**config.mk**
```make
export PLATFORM = sky130hd
export DESIGN_NAME = led_arbiter
export DESIGN_NICKNAME = d
export VERILOG_FILES = /design/src/rtl/led_arbiter.sv
export SDC_FILE = /design/constraint.sdc
export NUM_CORES = 1
export LEC_CHECK = 0
export CORE_MARGIN = 2
export CORE_UTILIZATION = 50
export DETAILED_ROUTE_END_ITERATION = 8
export GPL_ROUTABILITY_DRIVEN = 1
export PLACE_DENSITY = 0.75
export SYNTH_ARGS = -nofsm -noshare
export SYNTH_HDL_FRONTEND = slang
export SYNTH_SLANG_ARGS = --single-unit
```
**constraint.sdc**
```tcl
create_clock -name clk50 -period 2.15 [get_ports clk50]
set_clock_uncertainty 0.05 [all_clocks]
set_input_delay 0.43 -clock clk50 [delete_from_list [all_inputs] [get_ports clk50]]
set_output_delay 0.43 -clock clk50 [all_outputs]
set_load 0.03 [all_outputs]
```
**src/rtl/led_arbiter.sv**
```systemverilog
// led_arbiter: shares the board LEDs among N_REQ requesters. A round-robin
// arbiter picks one requester, a phase sequencer plays its flash pattern,
// and an idle heartbeat runs on blink when nobody is being served.
//
// state  | meaning
// -------+-------------------------------------------------------------
// IDLE   | nobody granted; heartbeat runs; pick next requester from ptr
// LOAD   | winner granted; latch its pattern and repeat count
// ON     | lit phase of the pattern (led[0] high)
// OFF    | dark phase of the pattern
// DONE   | one-cycle done pulse to the winner, advance ptr
module led_arbiter #(
  parameter int N_REQ     = 4,
  parameter int TICK_DIV  = 50000,
  parameter int SLOW_HALF = 250,
  parameter int FAST_HALF = 62
) (
  input  logic                 clk50,
  input  logic                 rst,
  input  logic [N_REQ-1:0]     req,
  input  logic [2*N_REQ-1:0]   pattern,
  input  logic [4*N_REQ-1:0]   flashes,
  output logic [N_REQ-1:0]     grant,
  output logic [N_REQ-1:0]     done,
  output logic                 busy,
  output logic [1:0]           led,
  output logic                 blink
);

  localparam int IDX_W = (N_REQ > 1) ? $clog2(N_REQ) : 1;
  localparam int PS_W  = $clog2(TICK_DIV + 1);
  localparam int PH_W  = $clog2(2 * SLOW_HALF + 1);
  localparam int BL_W  = $clog2(SLOW_HALF + 1);

  typedef enum logic [2:0] {S_IDLE, S_LOAD, S_ON, S_OFF, S_DONE} state_t;

  state_t           state_q, state_d;
  logic [IDX_W-1:0] win_q, win_d;
  logic [IDX_W-1:0] ptr_q, ptr_d;
  logic [1:0]       pat_q, pat_d;
  logic [3:0]       rem_q, rem_d;
  logic [PH_W-1:0]  phase_q, phase_d;
  logic [PS_W-1:0]  presc_q;
  logic [BL_W-1:0]  blink_cnt_q;
  logic             tick;

  logic [IDX_W-1:0] pick_lo, pick_hi, pick, next_ptr;
  logic             any_lo, any_hi;
  logic [PH_W-1:0]  on_len, off_len, cur_len;
  logic             phase_last, aborting;
  logic [3:0]       fl_sel;

  // free-running tick prescaler, pulses tick at the wrap
  always_ff @(posedge clk50) begin
    if (rst) begin
      presc_q <= '0;
    end else if (presc_q == PS_W'(TICK_DIV - 1)) begin
      presc_q <= '0;
    end else begin
      presc_q <= presc_q + PS_W'(1);
    end
  end

  assign tick = (presc_q == PS_W'(TICK_DIV - 1));

  // round-robin pick: lowest set bit at or above ptr, else lowest set bit overall
  always_comb begin
    pick_lo = '0;
    pick_hi = '0;
    any_lo  = 1'b0;
    any_hi  = 1'b0;
    for (int i = N_REQ - 1; i >= 0; i--) begin
      if (req[i]) begin
        pick_lo = IDX_W'(i);
        any_lo  = 1'b1;
      end
      if (req[i] && (i >= int'(ptr_q))) begin
        pick_hi = IDX_W'(i);
        any_hi  = 1'b1;
      end
    end
    pick = any_hi ? pick_hi : pick_lo;
  end

  // ON/OFF phase lengths in ticks for the latched pattern code
  always_comb begin
    case (pat_q)
      2'b00:   begin on_len = PH_W'(2 * SLOW_HALF); off_len = '0;               end
      2'b01:   begin on_len = PH_W'(SLOW_HALF);     off_len = PH_W'(SLOW_HALF); end
      2'b10:   begin on_len = PH_W'(FAST_HALF);     off_len = PH_W'(FAST_HALF); end
      default: begin on_len = PH_W'(FAST_HALF);     off_len = PH_W'(SLOW_HALF); end
    endcase
  end

  assign cur_len    = (state_q == S_OFF) ? off_len : on_len;
  assign phase_last = (phase_q == cur_len - PH_W'(1));
  assign next_ptr   = (win_q == IDX_W'(N_REQ - 1)) ? '0 : win_q + IDX_W'(1);
  assign aborting   = ((state_q == S_LOAD) || (state_q == S_ON) || (state_q == S_OFF))
                      && !req[win_q];
  assign fl_sel     = flashes[{win_q, 2'b00} +: 4];

  // next-state and datapath updates for the arbiter/sequencer
  always_comb begin
    state_d = state_q;
    win_d   = win_q;
    ptr_d   = ptr_q;
    pat_d   = pat_q;
    rem_d   = rem_q;
    phase_d = phase_q;
    if (aborting) begin
      state_d = S_IDLE;
      ptr_d   = next_ptr;
    end else begin
      case (state_q)
        S_IDLE: begin
          if (any_lo) begin
            win_d   = pick;
            state_d = S_LOAD;
          end
        end
        S_LOAD: begin
          pat_d   = pattern[{win_q, 1'b0} +: 2];
          rem_d   = (fl_sel == 4'd0) ? 4'd1 : fl_sel;
          phase_d = '0;
          state_d = S_ON;
        end
        S_ON, S_OFF: begin
          if (tick) begin
            if (phase_last) begin
              phase_d = '0;
              if ((state_q == S_ON) && (off_len != '0)) begin
                state_d = S_OFF;
              end else begin
                rem_d   = rem_q - 4'd1;
                state_d = (rem_q == 4'd1) ? S_DONE : S_ON;
              end
            end else begin
              phase_d = phase_q + PH_W'(1);
            end
          end
        end
        S_DONE: begin
          ptr_d   = next_ptr;
          state_d = S_IDLE;
        end
        default: state_d = S_IDLE;
      endcase
    end
  end

  // state and datapath registers
  always_ff @(posedge clk50) begin
    if (rst) begin
      state_q <= S_IDLE;
      win_q   <= '0;
      ptr_q   <= '0;
      pat_q   <= '0;
      rem_q   <= '0;
      phase_q <= '0;
    end else begin
      state_q <= state_d;
      win_q   <= win_d;
      ptr_q   <= ptr_d;
      pat_q   <= pat_d;
      rem_q   <= rem_d;
      phase_q <= phase_d;
    end
  end

  // idle heartbeat; held cleared whenever a requester is being served
  always_ff @(posedge clk50) begin
    if (rst || (state_q != S_IDLE)) begin
      blink       <= 1'b0;
      blink_cnt_q <= '0;
    end else if (tick) begin
      if (blink_cnt_q == BL_W'(SLOW_HALF - 1)) begin
        blink_cnt_q <= '0;
        blink       <= ~blink;
      end else begin
        blink_cnt_q <= blink_cnt_q + BL_W'(1);
      end
    end
  end

  // grant/done/led decode from the current state
  always_comb begin
    grant = '0;
    done  = '0;
    if (state_q != S_IDLE) grant[win_q] = 1'b1;
    if (state_q == S_DONE) done[win_q]  = 1'b1;
    busy = (state_q != S_IDLE);
    led  = {busy, (state_q == S_ON)};
  end

endmodule

```
**Word level (Yosys, flattened, before mapping)**

Cells that the tools add are included.

- Add/sub/neg operators: 6
- Multiply operators: 0
- Div/mod/pow operators: 0
- Magnitude comparators: 5
- Equality and inequality tests: 15
- Shift operators: 2
- Multiplexer cells: 42
- Bitwise operators: 2
- Reduce and logical (&&, ||, !) cells: 26

Operators by type and width:

| operator | count |
|---|---|
| 9-bit case mux with 2 select lines | 2 |
| 9-bit two-way mux | 3 |
| 4-bit two-way mux | 6 |
| 2-bit two-way mux | 11 |
| 16-bit by 1-bit adder with 16-bit output (second input constant) | 1 |
| 16-bit == test (second input constant) | 1 |
| 8-bit case mux with 2 select lines | 1 |
| 16-bit by 5-bit indexed part select with 4-bit output | 1 |
| 3-bit two-way mux | 5 |
| 9-bit by 1-bit adder with 9-bit output (second input constant) | 1 |
| 9-bit == test | 1 |
| 1-bit two-way mux | 9 |
| 3-bit case mux with 3 select lines | 1 |
| 3-bit AND reduction | 3 |
| 9-bit nonzero test | 1 |
| 9-bit by 1-bit subtractor with 9-bit output (second input constant) | 1 |
| 8-bit by 1-bit adder with 8-bit output (second input constant) | 1 |
| 8-bit == test (second input constant) | 1 |
| 8-bit two-way mux | 1 |
| 2-bit inequality test (second input constant) | 4 |
| 4-bit case mux with 2 select lines | 1 |
| 8-bit by 4-bit indexed part select with 2-bit output | 1 |
| 3-bit by 2-bit == test with 1-bit output (second input constant) | 2 |
| 1-bit logical AND | 6 |
| other kinds (24) | 33 |

- Bits in registers: 47
- Latch bits: 0
- Memory bits (writable): 0
- ROM bits: 0
- Input port bits: 30
- Logic and storage cells: 107
- Memories: 0

**Logic depth before layout (Yosys ltp)**

Gate-level depths: netlist of run 1.

- Depth in word-level cells: 8
- Mapped depth: 9

**Worst setup path before layout of run 1**

No wires, ideal clock.

- Path type: reg2reg
- Start point: register state_q[0]
- End point: register state_q[0]
- Setup time: 0.135 ns
- Arrival: 1.854 ns
- Required time: 1.965 ns
- Setup slack: 0.110 ns
- Stages on the path, launching flop included: 7
- Buffers on the path: 1
- Period minus slack after synthesis: 2.040 ns
- Cells stage by stage: dfxtp_1 buf_2 nor3_1 inv_1 or2_2 a21oi_2 a2111oi_2

- Cells in the longest elaborated chain, start to end: 6
- Elaborated cells on any way between the ends: 21

RTL lines:

| element | RTL line | source |
|---|---|---|
| from (decl) | 37 | `state_t state_q, state_d;` |
| from (signal assigned) | 161 | `state_q <= state_d;` |
| 3-bit by 2-bit == test with 1-bit output (on tied branches) | -- |  |
| 9-bit two-way mux or 1-bit logical AND (tied branches) | 95, 131 |  |
| 9-bit by 1-bit subtractor with 9-bit output or 3-bit two-way mux (tied branches) | 96, 131 |  |
| 9-bit == test or 3-bit two-way mux (tied branches) | 96, 129 |  |
| 2-bit inequality test (no source line) or 3-bit two-way mux (tied branches) | -- |  |
| 3-bit AND reduction (no source line) or 3-bit case mux with 3 select lines (tied branches) | -- |  |

Parallel ways exist; a longest one is shown, timed or not. The select of a mux whose other input is x is not followed.
A chain may end at the register's enable or synchronous reset.

**Worst setup path after layout of run 1**

- Start point: register win_q[1]
- End point: output port done[0]

- Cells in the longest elaborated chain, start to end: 5
- Elaborated cells on any way between the ends: 6

RTL lines:

| element | RTL line | source |
|---|---|---|
| from (decl) | 38 | `logic [IDX_W-1:0] win_q, win_d;` |
| from (signal assigned) | 162 | `win_q <= win_d;` |
| 2-bit by 3-bit less-than comparator with 1-bit output (implied by the code) or 2-bit by 1-bit greater-or-equal comparator with 1-bit output (tied branches) | 190 | `if (state_q == S_DONE) done[win_q] = 1'b1;` |
| 1-bit logical AND (implied by the code) | 190 |  |
| 1-bit two-way mux (implied by the code) | 190 |  |
| 1-bit demux with 2-bit select * | 190 |  |
| 4-bit two-way mux * | 190 |  |
| to (decl) | 24 | `output logic [N_REQ-1:0] done,` |

Every way passes the cells marked *; elsewhere a longest branch is shown, timed or not.

==> impl_metrics.toml, run 1 <==
[global_routing]
antenna_found_initial = 0
grt_max_degree = 17
grt_use_total_pct = 20.23
gr-total-overflow = 0
grt_pass1_wl_um = 9867
grt_pass1_vias = 2240

[setup_path]
worst_path_max_delay_cell = "dfxtp_1"
start_kind = "flop"
reg2reg_slack_ns = 0.13
worstPathArrival_ns = 1.57
crit_chain = "inv_1 -> ha_1 -> and3_1 -> dlygate4sd2_1"
worstSetupEndpointType = "output pin"
crit_fanout = 5
critical-path-max-stage-delay_ns = 0.46
worst-setup-path-type = "reg2out"
required_ns = 1.67

[run]
max_cap_violations = 0

[clock_tree]
clk_pin_slew_ns = 0.08
cts_hold_buf = 0
postCtsSetupRepairBufs = 0
cts.path.max_buffers = 2
clkLatencyLatePin_ns = 0.30
cts_buffers = 5
cts-root-buf = "clkbuf_8"
cts_tree = "built"
clkSinkCount = 47
htreeDepth = 2

[sta]
setup_violations = 0
clock.fmax_mhz = 487.9
tightest_slew_ns = 0.4774
whs_ns = 0.3964
slew_headroom_pct = 67.72
hold_violations = 0
tns_ns = 0
rsz0062_at_grt = "no"
slew_viol_final = 0
min_period_ns = 2.049
min_period_over_period_pct = 95.33

[synthesis]
synth_area_um2 = 2665
syn_inst = 306
ys_seq_area_share_pct = 35.31
synth_cell_types = 55
synth_top_area_share_pct = 35.31
yosys_warnings = 0
syn-num-nets = 346
netlist_top_cells_area = "dfxtp_1 35%, nor2_1 8.0%, xor2_1 6.6%"
ys.flop_type = "dfxtp_1"
synthArstFlopShare_pct = 0
synth_area_per_cell_um2 = 8.709
synth_top_area_cell = "dfxtp_1"
yosys_register_bits = 47
synth_edf_count = 0

[final_layout]
drive_above_1_share_pct = 16.62
diodes = 0
seqCellArea_um2 = 942.2
multi_input_area_um2 = 1653
area_delta_synth_final_pct = 28.40
fin_nets = 406
fillerInstances = 468

[die]
die_w_um = 77.01
io_pins = 42
fp.dieArea_um2 = 5930
rows = 26
initial_core_util_pct = 51.85
die_h_um = 77.01
coreArea_um2 = 5140

[drt]
drtAntennaViolNets = 0
wirelength_um = 5640
drtPass1Iterations = 4
wire_per_inst_um = 12.91
vias = 2350
drt_iter0_drc = 153
drc = 0
vias_per_cell = 5.378

[run_status]
outcome = "complete, no violations"

[placement]
port_buffers = 41
gp_congestion = 0.8497
post-dp-hpwl_um = 4404

[pwr]
power_w = 0.002920
leakagePower_nw = 1.352
p_per_area_nw_per_um2 = 853.4
ir_drop_mv = 0.6437

[hold_path]
hold_class = "reg2reg"
==> where the power goes <==
part           switching [W]  internal [W]  total [W]  leakage, nW
Sequential          0.000101      0.000956    0.00106        0.381
Combinational       0.000653      0.000557    0.00121        0.913
Clock               0.000307      0.000346   0.000654       0.0581
==> routing by layer <==
metal	vias to the layer above	track usage [%]	part of all wire, %
met4	0	5.714	0.89
met3	6	4.118	2.4
met2	24	35.09	50
met1	1135	25.50	47
li1	1185	-	-
met5	-	0	0
==> logic make-up after synthesis <==
| group | share of synthesized area (%) |
|---|---|
| AOI/OAI and AO/OA | 9.812 |
| and+or+nand+nor | 27.61 |
| muxes | 9.202 |
| adders and majority gates | 4.695 |
| buffers and inverters | 3.850 |
| DFF | 35.31 |
| xor gates and xnor gates | 9.531 |
==> Yosys cell counts (2+ instances only) <==
cell	number
clkbuf_1	6
o21ai_0	7
inv_1	10
nor2_1	57
ha_1	10
nand2_1	22
o211ai_1	2
buf_2	7
xor2_1	20
a21o_1	2
nor3b_1	2
and3_1	11
or3_1	3
o211a_1	2
xnor2_1	9
or2_2	2
o22ai_1	2
a21oi_1	7
nor3_1	9
nand4_1	7
nand3_1	10
or2_0	2
mux2_2	2
nor2b_1	5
and2_1	2
mux4_2	7
dfxtp_1	47
mux2i_1	5
a211oi_1	3
==> repair_timing <==
action,in CTS,in global routing
setup endpoints to repair,9,17
pin swaps,0,4
gates resized for setup,10,7
endpoints found under the hold margin,0,0
==> registers in the layout, indices dropped and copies added, names as in the netlist <==
register and count:
blink 1, blink_cnt_q 8, pat_q 2, phase_q 9, presc_q 16, ptr_q 2, rem_q 4, state_q 3
win_q 2
==> cells in the final DEF (no fill, tap or decap), types with 3 or more instances in the layout <==
cell type,instances
and3_1,11
xor2_1,20
nor3_1,8
mux4_2,7
mux2i_1,5
nand4_1,7
o21ai_0,6
nor2_1,57
xnor2_1,9
inv_1,10
a21oi_1,7
buf_4,28
nand3_1,10
or3_1,3
dfxtp_1,46
a211oi_1,3
ha_1,10
nand2_1,22
nor2b_1,5
dlygate4sd2_1,9
clkbuf_8,5
clkdlybuf4s50_1,30
==> cell type report <==
class / instances / area share, %
Sequential cell: 47 / 27.53
Clock buffer: 5 / 2.011
Clock inverter: 3 / 1.280
Tap cell: 70 / 2.559
Inverter: 10 / 1.097
Timing Repair Buffer: 67 / 17.22
Multi-Input combinational cell: 235 / 48.30
==> critical path: cells and delay by family (launching register included) <==
kind / cells / cell delay [ns]
fa+ha+maj: 1 / 0.20
buf+inv: 2 / 0.45
flops: 1 / 0.46
simple gates: 1 / 0.15
==> path summary, 6_finish.rpt <==
check / depth (start not counted) / endpoint / start
setup / recovery: 4 / done[0] / win_q[1]
hold / removal: 1 / presc_q[0] / presc_q[0]
setup reg to reg: 6 / rem_q[2] / win_q[1]
hold reg to reg: 1 / presc_q[0] / presc_q[0]
==> stage by stage <==
step | setup WS (ns) | cell area (µm²) | utilization (%) | std cells
2_1_floorplan | 0.1104 | 2665 | - | 306
3_3_place_gp | -0.1479 | 3288 | 63.97 | 429
3_5_place_dp | -0.2098 | 3288 | 63.97 | 429
4_1_cts | 0.03014 | 3395 | 66.04 | 437
5_1_grt | 0.0001283 | 3422 | 66.58 | 437
6_report | 0.1005 | 3422 | 66.58 | 437
(Power assumes the default switching activity.)
==> run 2, diff against run 1 <==
Settings changed: CELL_PAD_IN_SITES_DETAIL_PLACEMENT set to 0, CELL_PAD_IN_SITES_GLOBAL_PLACEMENT set to 1, CORE_UTILIZATION 50 to 40, PLACE_DENSITY 0.75 to unset, PLACE_DENSITY_LB_ADDON set to 0.1.
==> run 2 against run 1 <==
Compared with the run above: register-to-register slack lost 0.05 ns; largest cell class unchanged; via count shrank 1.9%; count of clock-buffer cells in the layout is the same; total power grew 1.1%; critical endpoint is now phase_q[5].
==> impl_metrics.toml, run 2 (synthesis results as in run 1) <==
[pwr]
leakagePower_nw = 1.363
p_per_area_nw_per_um2 = 855.0
p_comb_share_pct = 41.8
p_sw_share_pct = 36.07
p_int_w = 0.001888
netSwitchingPower_w = 0.001065
sequentialPowerShare_pct = 36.0
ir_drop_mv = 0.4189
power_w = 0.002954
clockPowerShare_pct = 22.2

[setup_path]
worstSetupEndpointType = "flop"
critical-path-max-stage-delay_ns = 0.39
worstPathArrival_ns = 2.21
start_kind = "flop"
crit_chain = "or3b_1 -> mux2_4 -> nor4b_4 -> a21o_2 -> a31o_1 -> buf_12 -> nor2_1"
rr_worst_depth = 7
path_depth = 7
path_buf_inv = 1
worst_path_max_delay_cell = "or3b_1"
required_ns = 2.30
worst-setup-path-type = "reg2reg"
critPathTopFamily = "simple AND/OR/NAND/NOR gates"
crit_fanout = 9

[hold_path]
min_path_cells = 1
hold_class = "reg2reg"

[sta]
rsz0062_at_grt = "yes"
whs_ns = 0.3978
min_period_ns = 2.065
tns_ns = 0
setup_violations = 0
clock.fmax_mhz = 484.2
hold_violations = 0
slew_headroom_pct = 65.42
min_period_over_period_pct = 96.06
tightest_slew_ns = 0.5114
slew_viol_final = 0

[global_routing]
grt_use_total_pct = 17.11
grt.busiest_layer = "met2"
grt_use_met2_pct = 29.33
grt_max_degree = 17
met3_usage_pct = 4.042
gr-total-overflow = 0
grt_pass1_vias = 2293
antenna_found_initial = 0
grt_pass1_wl_um = 10240
use_met1_pct = 21.32

[die]
die_h_um = 85.63
rows = 29
fp.dieArea_um2 = 7332
initial_core_util_pct = 41.73
io_pins = 42
coreArea_um2 = 6386
die_w_um = 85.63

[clock_tree]
htreeDepth = 2
clkSinkCount = 47
cts_buffers = 5
cts-root-buf = "clkbuf_8"
clk_pin_slew_ns = 0.09
cts_hold_buf = 0
cts_tree = "built"
cts.path.max_buffers = 2
clkLatencyLatePin_ns = 0.30

[final_layout]
area_delta_synth_final_pct = 29.62
stdcell_area_um2 = 3455
diodes = 0
layout_commonest_cell = "nor2_1"
reg_top3 = "presc_q: 16 flops, phase_q: 9 flops, blink_cnt_q: 8 flops"
top_register = "presc_q"
mostFrequentLayoutCells = "57 x nor2_1, 45 x dfxtp_1, 31 x buf_4"
fin_nets = 410
drive_above_1_share_pct = 17.25
instances_no_fill = 448
largest_reg_flops = 16

[drt]
wirelength_um = 5808
drtPass1Iterations = 4
wire_per_inst_um = 12.96
vias_per_cell = 5.147
drtAntennaViolNets = 0
vias = 2306
drt_iter0_drc = 42
drc = 0

[run_status]
outcome = "complete, no violations"

[placement]
port_buffers = 41
post-dp-hpwl_um = 4509
dpl.cell_count = 437
gp_congestion = 0.7625
placed_area_um2 = 3317

[run]
max_cap_violations = 0
run 2: path summary, 6_finish.rpt:
kind | start | slack, ns | endpoint
worst max-delay path | phase_q[8] | 0.08 | phase_q[5]
worst min-delay path | presc_q[0] | 0.40 | presc_q[0]
worst max register to register | phase_q[8] | 0.08 | phase_q[5]
worst min register to register | presc_q[0] | 0.40 | presc_q[0]
run 2: through the flow:
stage | utilization [%] | setup WS (ns)
floorplan | - | 0.1104
global placement | 51.94 | -0.1478
detailed placement | 51.94 | -0.2016
CTS | 53.55 | 0.04077
global route | 54.09 | -0.03465
finish | 54.09 | 0.08464
run 2: final cells by class:
class | instances | area (µm²)
repair buffers | 71 | 633.1
well taps | 77 | 96.34
fillers | 628 | 2932
inverters | 10 | 37.54
multi-input cells | 235 | 1632
clock buffers | 5 | 68.82
clock inverters | 3 | 43.79
flip-flops and latches | 47 | 943.4
run 2: power by group through the flow:
| stage | clock [W] | combinational (W) | sequential [W] |
|---|---|---|---|
| after floorplan | 0 | 0.000825 | 0.00103 |
| after global placement | 0 | 0.00124 | 0.00108 |
| after detailed placement | 0 | 0.00125 | 0.00108 |
| after CTS | 0.000677 | 0.00122 | 0.00106 |
| after global routing | 0.000707 | 0.00137 | 0.00108 |
| final | 0.000657 | 0.00123 | 0.00106 |
run 2: what timing repair did:
action                     CTS  global route
setup endpoints to repair    9            17
buffers inserted             0             3
gates resized for setup     10             5
pin swaps                    0             4
run 2: per-layer routing:
layer / part of all wire [%] / up-vias
li1: - / 1191
met5: 0 / -
met1: 48 / 1070
met3: 3.8 / 5
met4: 1.2 / 0
met2: 47 / 40
run 2: worst reg2reg max path, stage by stage (launching register included):
cell	delay, ns
dfxtp_1	0.34
or3b_1	0.39
mux2_4	0.31
nor4b_4	0.30
a21o_2	0.22
a31o_1	0.20
buf_12	0.13
nor2_1	0.04
